[config.mk]
export PLATFORM = sky130hd
export DESIGN_NAME = score_display
export DESIGN_NICKNAME = d
export VERILOG_FILES = /design/src/rtl/display_pkg.sv /design/src/rtl/seg7_digit.sv /design/src/rtl/score_display.sv
export SDC_FILE = /design/constraint.sdc
export NUM_CORES = 1
export LEC_CHECK = 0
export BUFFER_PORTS_ARGS = -buffer_cell sky130_fd_sc_hd__buf_2
export CAP_MARGIN = 40
export CORE_MARGIN = 2
export CORE_UTILIZATION = 35
export CTS_CLUSTER_DIAMETER = 50
export DETAILED_ROUTE_END_ITERATION = 12
export GPL_ROUTABILITY_DRIVEN = 0
export PLACE_DENSITY = 0.54
export SYNTH_ARGS = -nofsm -noshare
export SYNTH_HDL_FRONTEND = slang
export SYNTH_SLANG_ARGS = --single-unit
[constraint.sdc]
create_clock -name clk -period 2.14 [get_ports clk]
set_input_delay 0.107 -clock clk [delete_from_list [all_inputs] [get_ports clk]]
set_output_delay 0.107 -clock clk [all_outputs]
set_load 0.05 [all_outputs]
[src/rtl/display_pkg.sv]
// Shared constants, glyph table and FSM state type for the score display.
// Pure declarations: no timing of its own.
// No flow control; consumers evaluate the helpers combinationally.
package display_pkg;

  localparam logic [6:0] SEG_BLANK = 7'b1111111;
  localparam logic [6:0] SEG_DASH  = 7'b0111111;

  typedef enum logic [1:0] {
    IDLE    = 2'd0,
    CONVERT = 2'd1,
    COMMIT  = 2'd2
  } state_t;

  // Active-low gfedcba glyph for one decimal digit; non-decimal codes go dark.
  function automatic logic [6:0] glyph(input logic [3:0] d);
    logic [6:0] s;
    case (d)
      4'd0:    s = 7'b1000000;
      4'd1:    s = 7'b1111001;
      4'd2:    s = 7'b0100100;
      4'd3:    s = 7'b0110000;
      4'd4:    s = 7'b0011001;
      4'd5:    s = 7'b0010010;
      4'd6:    s = 7'b0000010;
      4'd7:    s = 7'b1111000;
      4'd8:    s = 7'b0000000;
      4'd9:    s = 7'b0010000;
      default: s = SEG_BLANK;
    endcase
    return s;
  endfunction

  // Largest value representable in n decimal digits (10^n - 1).
  function automatic logic [63:0] max_display(input int n);
    logic [63:0] p;
    p = 64'd1;
    for (int i = 0; i < n; i++) p = p * 64'd10;
    return p - 64'd1;
  endfunction

endpackage

[src/rtl/seg7_digit.sv]
// Segment selector for one digit: off-phase, dash, blank or decimal glyph.
// Combinational, zero latency.
// No flow control.
module seg7_digit
  import display_pkg::*;
(
  input  logic [3:0] bcd,
  input  logic       blank,
  input  logic       dash,
  input  logic       off,
  output logic [6:0] seg
);

  // Priority: blink off-phase, then overflow dash, then leading-zero blank.
  always_comb begin
    seg = glyph(bcd);
    if (off)        seg = SEG_BLANK;
    else if (dash)  seg = SEG_DASH;
    else if (blank) seg = SEG_BLANK;
  end

endmodule

[src/rtl/score_display.sv]
// Binary score -> serial double-dabble BCD -> registered active-low 7-seg digits.
// Load at edge t: busy t+1..t+WIDTH+1, new hex and busy low at t+WIDTH+2.
// Loads while the converter is busy are dropped; no queueing.
module score_display
  import display_pkg::*;
#(
  parameter int WIDTH      = 6,
  parameter int DIGITS     = 2,
  parameter int BLINK_HALF = 25_000_000
) (
  input  logic                  clk,
  input  logic                  rst_n,
  input  logic                  load,
  input  logic [WIDTH-1:0]      value,
  input  logic                  blank_lz,
  input  logic                  blink_en,
  output logic                  busy,
  output logic                  overflow,
  output logic [7*DIGITS-1:0]   hex
);

  localparam int BW  = 4 * DIGITS;
  localparam int CW  = $clog2(WIDTH + 1);
  localparam int BCW = (BLINK_HALF > 1) ? $clog2(BLINK_HALF) : 1;
  localparam logic [63:0] MAXV = max_display(DIGITS);

  state_t               state, state_nxt;
  logic [WIDTH-1:0]     bin;
  logic [BW-1:0]        scratch;
  logic [BW-1:0]        adj;
  logic [BW+WIDTH-1:0]  shifted;
  logic [CW-1:0]        iter;
  logic                 ovf_next;
  logic [BW-1:0]        disp_bcd;
  logic                 overflow_q;
  logic                 busy_q;
  logic [BCW-1:0]       blink_cnt;
  logic                 phase_on;
  logic                 off;
  logic [DIGITS-1:0]    blank_vec;
  logic [7*DIGITS-1:0]  seg_nxt;
  logic [7*DIGITS-1:0]  hex_q;

  // FSM state register.
  always_ff @(posedge clk or negedge rst_n) begin
    if (!rst_n) state <= IDLE;
    else        state <= state_nxt;
  end

  // Next-state: capture on load, WIDTH shift steps, one commit cycle.
  always_comb begin
    state_nxt = state;
    case (state)
      IDLE:    if (load) state_nxt = CONVERT;
      CONVERT: if (iter == CW'(WIDTH - 1)) state_nxt = COMMIT;
      COMMIT:  state_nxt = IDLE;
      default: state_nxt = IDLE;
    endcase
  end

  // Add-3 correction on every nibble >= 5, then shift {scratch, bin} left.
  always_comb begin
    adj = scratch;
    for (int i = 0; i < DIGITS; i++) begin
      if (scratch[4*i +: 4] >= 4'd5) adj[4*i +: 4] = scratch[4*i +: 4] + 4'd3;
    end
    shifted = {adj, bin} << 1;
  end

  // Conversion datapath, displayed BCD and overflow flag (updated together at commit).
  always_ff @(posedge clk or negedge rst_n) begin
    if (!rst_n) begin
      bin        <= '0;
      scratch    <= '0;
      iter       <= '0;
      ovf_next   <= 1'b0;
      disp_bcd   <= '0;
      overflow_q <= 1'b0;
    end else begin
      case (state)
        IDLE: if (load) begin
          bin      <= value;
          scratch  <= '0;
          iter     <= '0;
          ovf_next <= (64'(value) > MAXV);
        end
        CONVERT: begin
          {scratch, bin} <= shifted;
          iter           <= iter + CW'(1);
        end
        COMMIT: begin
          disp_bcd   <= scratch;
          overflow_q <= ovf_next;
        end
        default: ;
      endcase
    end
  end

  // busy is delayed one cycle so it drops in the same cycle the new digits appear.
  always_ff @(posedge clk or negedge rst_n) begin
    if (!rst_n) busy_q <= 1'b0;
    else        busy_q <= (state != IDLE);
  end

  // Blink half-period counter; held at zero with phase ON while disabled.
  always_ff @(posedge clk or negedge rst_n) begin
    if (!rst_n) begin
      blink_cnt <= '0;
      phase_on  <= 1'b1;
    end else if (!blink_en) begin
      blink_cnt <= '0;
      phase_on  <= 1'b1;
    end else if (blink_cnt == BCW'(BLINK_HALF - 1)) begin
      blink_cnt <= '0;
      phase_on  <= ~phase_on;
    end else begin
      blink_cnt <= blink_cnt + BCW'(1);
    end
  end

  assign off = blink_en & ~phase_on;

  // Leading-zero blank: digit i>0 goes dark when it and every digit above are zero.
  always_comb begin
    logic upper_zero;
    upper_zero = 1'b1;
    blank_vec  = '0;
    for (int i = DIGITS - 1; i >= 0; i--) begin
      upper_zero = upper_zero & (disp_bcd[4*i +: 4] == 4'd0);
      if (i > 0) blank_vec[i] = blank_lz & upper_zero;
    end
  end

  for (genvar g = 0; g < DIGITS; g++) begin : g_digit
    seg7_digit u_digit (
      .bcd   (disp_bcd[4*g +: 4]),
      .blank (blank_vec[g]),
      .dash  (overflow_q),
      .off   (off),
      .seg   (seg_nxt[7*g +: 7])
    );
  end

  // Output register; reset shows "0" on every digit.
  always_ff @(posedge clk or negedge rst_n) begin
    if (!rst_n) hex_q <= {DIGITS{7'b1000000}};
    else        hex_q <= seg_nxt;
  end

  assign hex      = hex_q;
  assign busy     = busy_q;
  assign overflow = overflow_q;

endmodule

# Word-level counts from Yosys, hierarchy flattened
# Memory sizes are Yosys's and may differ from the RTL's.
# Cells that the tools add are included.
# Widths: inputs -> output; s select.
# totals
reg_bits	68
mem_bits_ro	224
output_inout_bits	16
n_memories	2
# classes
addsub	4
magnitude_cmp	2
eq_ne	7
muxes	18
bitwise	3
reduce_logical	6
# mem_list
name	words	word_bits	rd	rd_ports_with_merged_regs	wr	line	rtl
(name not given)	16	7	1	0	0	display_pkg.sv:18	case (d)
(name not given)	16	7	1	0	0	display_pkg.sv:18	
# op_table
op	n
$mux 25	2
$add 25x1->25 const B	1
$eq 25x25->1 const B	1
$mux 7	3
$pmux 8 s2	1
$pmux 6 s2	1
$ge 4x3->1 const B	2
$mux 8	1
$mux 3	2
$mux 6	1
$pmux 3 s2	1
$add 4x2->4 const B	1
$logic_not 4->1	1
$mux 2	2
$mux 4	1
$ne 2x2->1 const B	2
$pmux 2 s2	1
$reduce_and 2->1	2
$reduce_bool 2->1	2
$add 3x1->3 const B	1
$add 3x2->3 const B	1
$eq 3x3->1 const B	1
$and 1x1->1	2
$eq 2x1->1 const B	1
5 further kinds	6

# Longest topological paths before layout
# logic_depth
depth_word	4
mapped_depth	6
depth_no_buf	6

# Modules after synthesis
# Synthesis repeated with hierarchy kept, for this count alone.
# unflattened
cells_unflattened	347
hier_area_um2	3450.8
# modules_own_cells
module	instances	cells_each	area_each_um2	seq_area_each_um2
score_display	1	283	3000.4	1705.4
seg7_digit	2	32	225.2	0.0

# Worst setup path before layout
# No wires, ideal clock.
# synth_timing
path_type	register to register
start	reg blink_cnt[15]
end	reg blink_cnt[22]
setup_ns	0.126
t_arrival_ns	1.788
required_time_ns	2.014
setup_slack_ns	0.226
path_stages_with_launch	7
n_path_buf	2
path_cell_list	dfrtp_1 > buf_6 > or4_1 > or4_4 > o21ai_4 > buf_6 > a21oi_1
# synth_via
elab_chain_cells	3
word_cells_on_any_way	4
cone_classes	add/sub (1); eq/ne (1); mux (2)
# synth_lines
item	line	rtl
start: declaration	score_display.sv:37	logic [BCW-1:0] blink_cnt;
start signal: assignment	score_display.sv:118	blink_cnt <= blink_cnt + BCW'(1);
$add 25x1->25 or $eq 25x25->1 (tied branches)	score_display.sv:118, score_display.sv:114	
$mux 25 (*)	score_display.sv:114	end else if (blink_cnt == BCW'(BLINK_HALF - 1)) begin
$mux 25 (*)	score_display.sv:111	end else if (!blink_en) begin
# Mark *: on every way between the ends. The rest lies on a longest branch, timed or not.
# A chain may end at the register's enable or synchronous reset.

# Worst setup path in the final report
# layout_timing
start	reg blink_cnt[10]
end	reg blink_cnt[17]
# Same word-level chain as after synthesis.

==> flow_summary.ini <==
[route]
drtIter0Drc = 80
detail_route.wl_per_cell_um = 12.8
num_vias = 2481
first_pass_iters = 4
drt_drc_violations_left = 0
viasPerCell = 4.85
routed_wl_um = 6560
antenna_left = 0

[grt]
grtUsageMet2 = 0.223
antenna_found_initial = 0
track_usage = 0.141
grt_pass1_vias = 2476
gr-total-overflow = 0
met3_usage = 0.0397
grt_pass1_wl_um = 11600
grtUsageMet1 = 0.186
grt_max_degree = 45
busiest_layer = met2

[cts]
clock-sinks = 68
cts-root-buf = clkbuf_8
htreeDepth = 3
path_clk_slew_ns = 0.08
post_cts_buffers = 0
cts_made_buffers = 9
tritoncts = yes
clock_latency_ns = 0.35
clock_path_buffers = 2
cts_resized = 0

[synthesis]
synth_compound_area_frac = 0.121
synth_warnings = 0
synth_top_area_cell = dfrtp_1
synth-simple-area-share = 0.199
async_flop_share = 1.00
avgSynthCellArea_um2 = 9.86
synth_fa_ha_area_frac = 0.0627
synthMuxAreaShare = 0.0225
synth_common_cells = dfrtp_1, o21ai_0, nand2_1
yosys-top-cells-area = dfrtp_1, ha_1, o21ai_0
netlist_area_um2 = 3390
synth_top_family_by_area = simple AND/OR/NAND/NOR gates
synth_nets = 372
syn_inst = 344
synth.most_common_cell = dfrtp_1
synth_cell_type_count = 42
ys_seq_area_frac = 0.503
synthXorXnorAreaFrac = 0.0491
synth_top_area_share = 0.480
ys.flop_type = dfrtp_1
synth_edf_count = 0
yosys_register_bits = 68

[worst_setup_path]
crit_type = reg -> reg
reg2reg_depth = 5
cp.required_ns = 2.36
crit_cells = 5
crit_chain = or4_1 > or4_4 > o21ai_4 > buf_4 > a21oi_1
critPathLaunchType = register
cp_max_fo = 11
critPathMaxStageDelay_ns = 0.48
crit_buf_inv = 1
cp-end-kind = register
arrival_ns = 2.15
crit_family = simple AND/OR/NAND/NOR gates
crit_slowest_cell = or4_1

[worst_hold_path]
hold_depth = 5
hold_path_class = in -> reg

[job]
max-cap-violations = 0

[timing]
min_period_over_period = 0.900
holdWs_ns = 0.154
period_needed_ns = 1.93
skew_ns = 0.0141
rsz0062_at_grt = false
setup_viol = 0
tns_ns = 0
slew_headroom = 0.598
final_max_slew_viol_count = 0
fmax_ghz = 0.519
tightest_slew_ns = 0.602
hold_viol = 0

[layout]
layoutNonFillerInstCount = 512
drive_gt1_frac = 0.172
post-route-util = 0.423
n_antenna_cell = 0
area.growth.synth_to_final_pct = 16.2
final_nets = 406

[floorplan]
ios = 27
die_h_um = 102
rows = 35
die_area_um2 = 10500
core_um2 = 9330
initial_utilization = 0.364
fp.dieW_um = 102

[power]
max-vdd-ir-drop_mv = 0.483
power_mw = 4.68
power_density_nw_per_um2 = 1190
p_leak_nw = 1.73

[run_status]
outcome = completed

[placement]
io_buffers = 25
dp_hpwl_um = 4610
dp_cells = 494
## path summary, 6_finish.rpt
path                       slack [ns]            end     startpoint
min in group asynchronous        0.30  blink_cnt[10]          rst_n
setup / recovery                 0.21  blink_cnt[17]  blink_cnt[10]
hold / removal                   0.15         bin[0]       value[0]
hold reg to reg                  0.46   blink_cnt[0]   blink_cnt[0]
setup reg to reg                 0.21  blink_cnt[17]  blink_cnt[10]
max in group asynchronous        1.15        hex[13]          rst_n
## worst min-delay path: stages
cell and delay [ns]:
buf_2 0.09, nand2_1 0.04, nor2_1 0.03, a21oi_1 0.09, o21ai_0 0.08
## through the flow
stage          instance area [um2]  setup slack [ns]
2_1_floorplan                 3390             0.226
3_5_place_dp                  3700             0.228
3_3_place_gp                  3700             0.259
6_report                      3940             0.213
4_1_cts                       3940             0.215
5_1_grt                       3940             0.121
## cell type report
cell class	count	area, um2
Inverter	15	56.3
Timing Repair Buffer	38	253
Tap cell	129	161
Fill cell	912	5390
Clock inverter	4	55.1
Sequential cell	68	1710
Clock buffer	12	165
Multi-Input combinational cell	246	1550
## logic make-up after synthesis
logic type               Yosys count
AND/OR/NAND/NOR                  128
AO/OA/AOI/OAI                     74
flip-flops                        68
buffers and inverters             30
XOR/XNOR                          19
adder cells (fa/ha/maj)           17
multiplexers                       7
other                              1
## report_power, final
part | leakage (nW) | switching, mW | internal, mW | total [mW]
logic | 0.726 | 1.03 | 0.564 | 1.60
registers | 0.891 | 0.296 | 1.63 | 1.92
clock network | 0.109 | 0.518 | 0.640 | 1.16
total | 1.73 | 1.85 | 2.83 | 4.68
## layout by cell type (no fill, tap or decap), types with 8 or more instances in the layout
| master | count |
|---|---|
| dfrtp_1 | 65 |
| o21ai_0 | 40 |
| nand2_1 | 38 |
| nor2_1 | 26 |
| buf_2 | 25 |
| a21oi_1 | 22 |
| ha_1 | 17 |
| inv_1 | 15 |
| xnor2_1 | 14 |
| clkbuf_8 | 12 |
| or3_1 | 9 |
| buf_4 | 9 |
| nand3_1 | 8 |
## layer usage
layer | share of wire | routed length [um]
met3 | 0.028 | 182
met5 | 0 | 0
met4 | 0.014 | 92
met1 | 0.48 | 3120
met2 | 0.48 | 3160
## repair_timing
item | 4_1_cts | 5_1_grt
endpoints found under the hold margin | 23 | 0
setup endpoints to repair | 0 | 0
hold buffers | 2 | 0
## sequential cells by signal, indices dropped and copies added (netlist names)
| register | count |
|---|---|
| scratch | 8 |
| state | 2 |
| hex | 14 |
| iter | 3 |
| disp_bcd | 8 |
| bin | 6 |
| phase_on | 1 |
| blink_cnt | 25 |
| busy | 1 |
No activity file was read; power rests on OpenSTA's default activity.
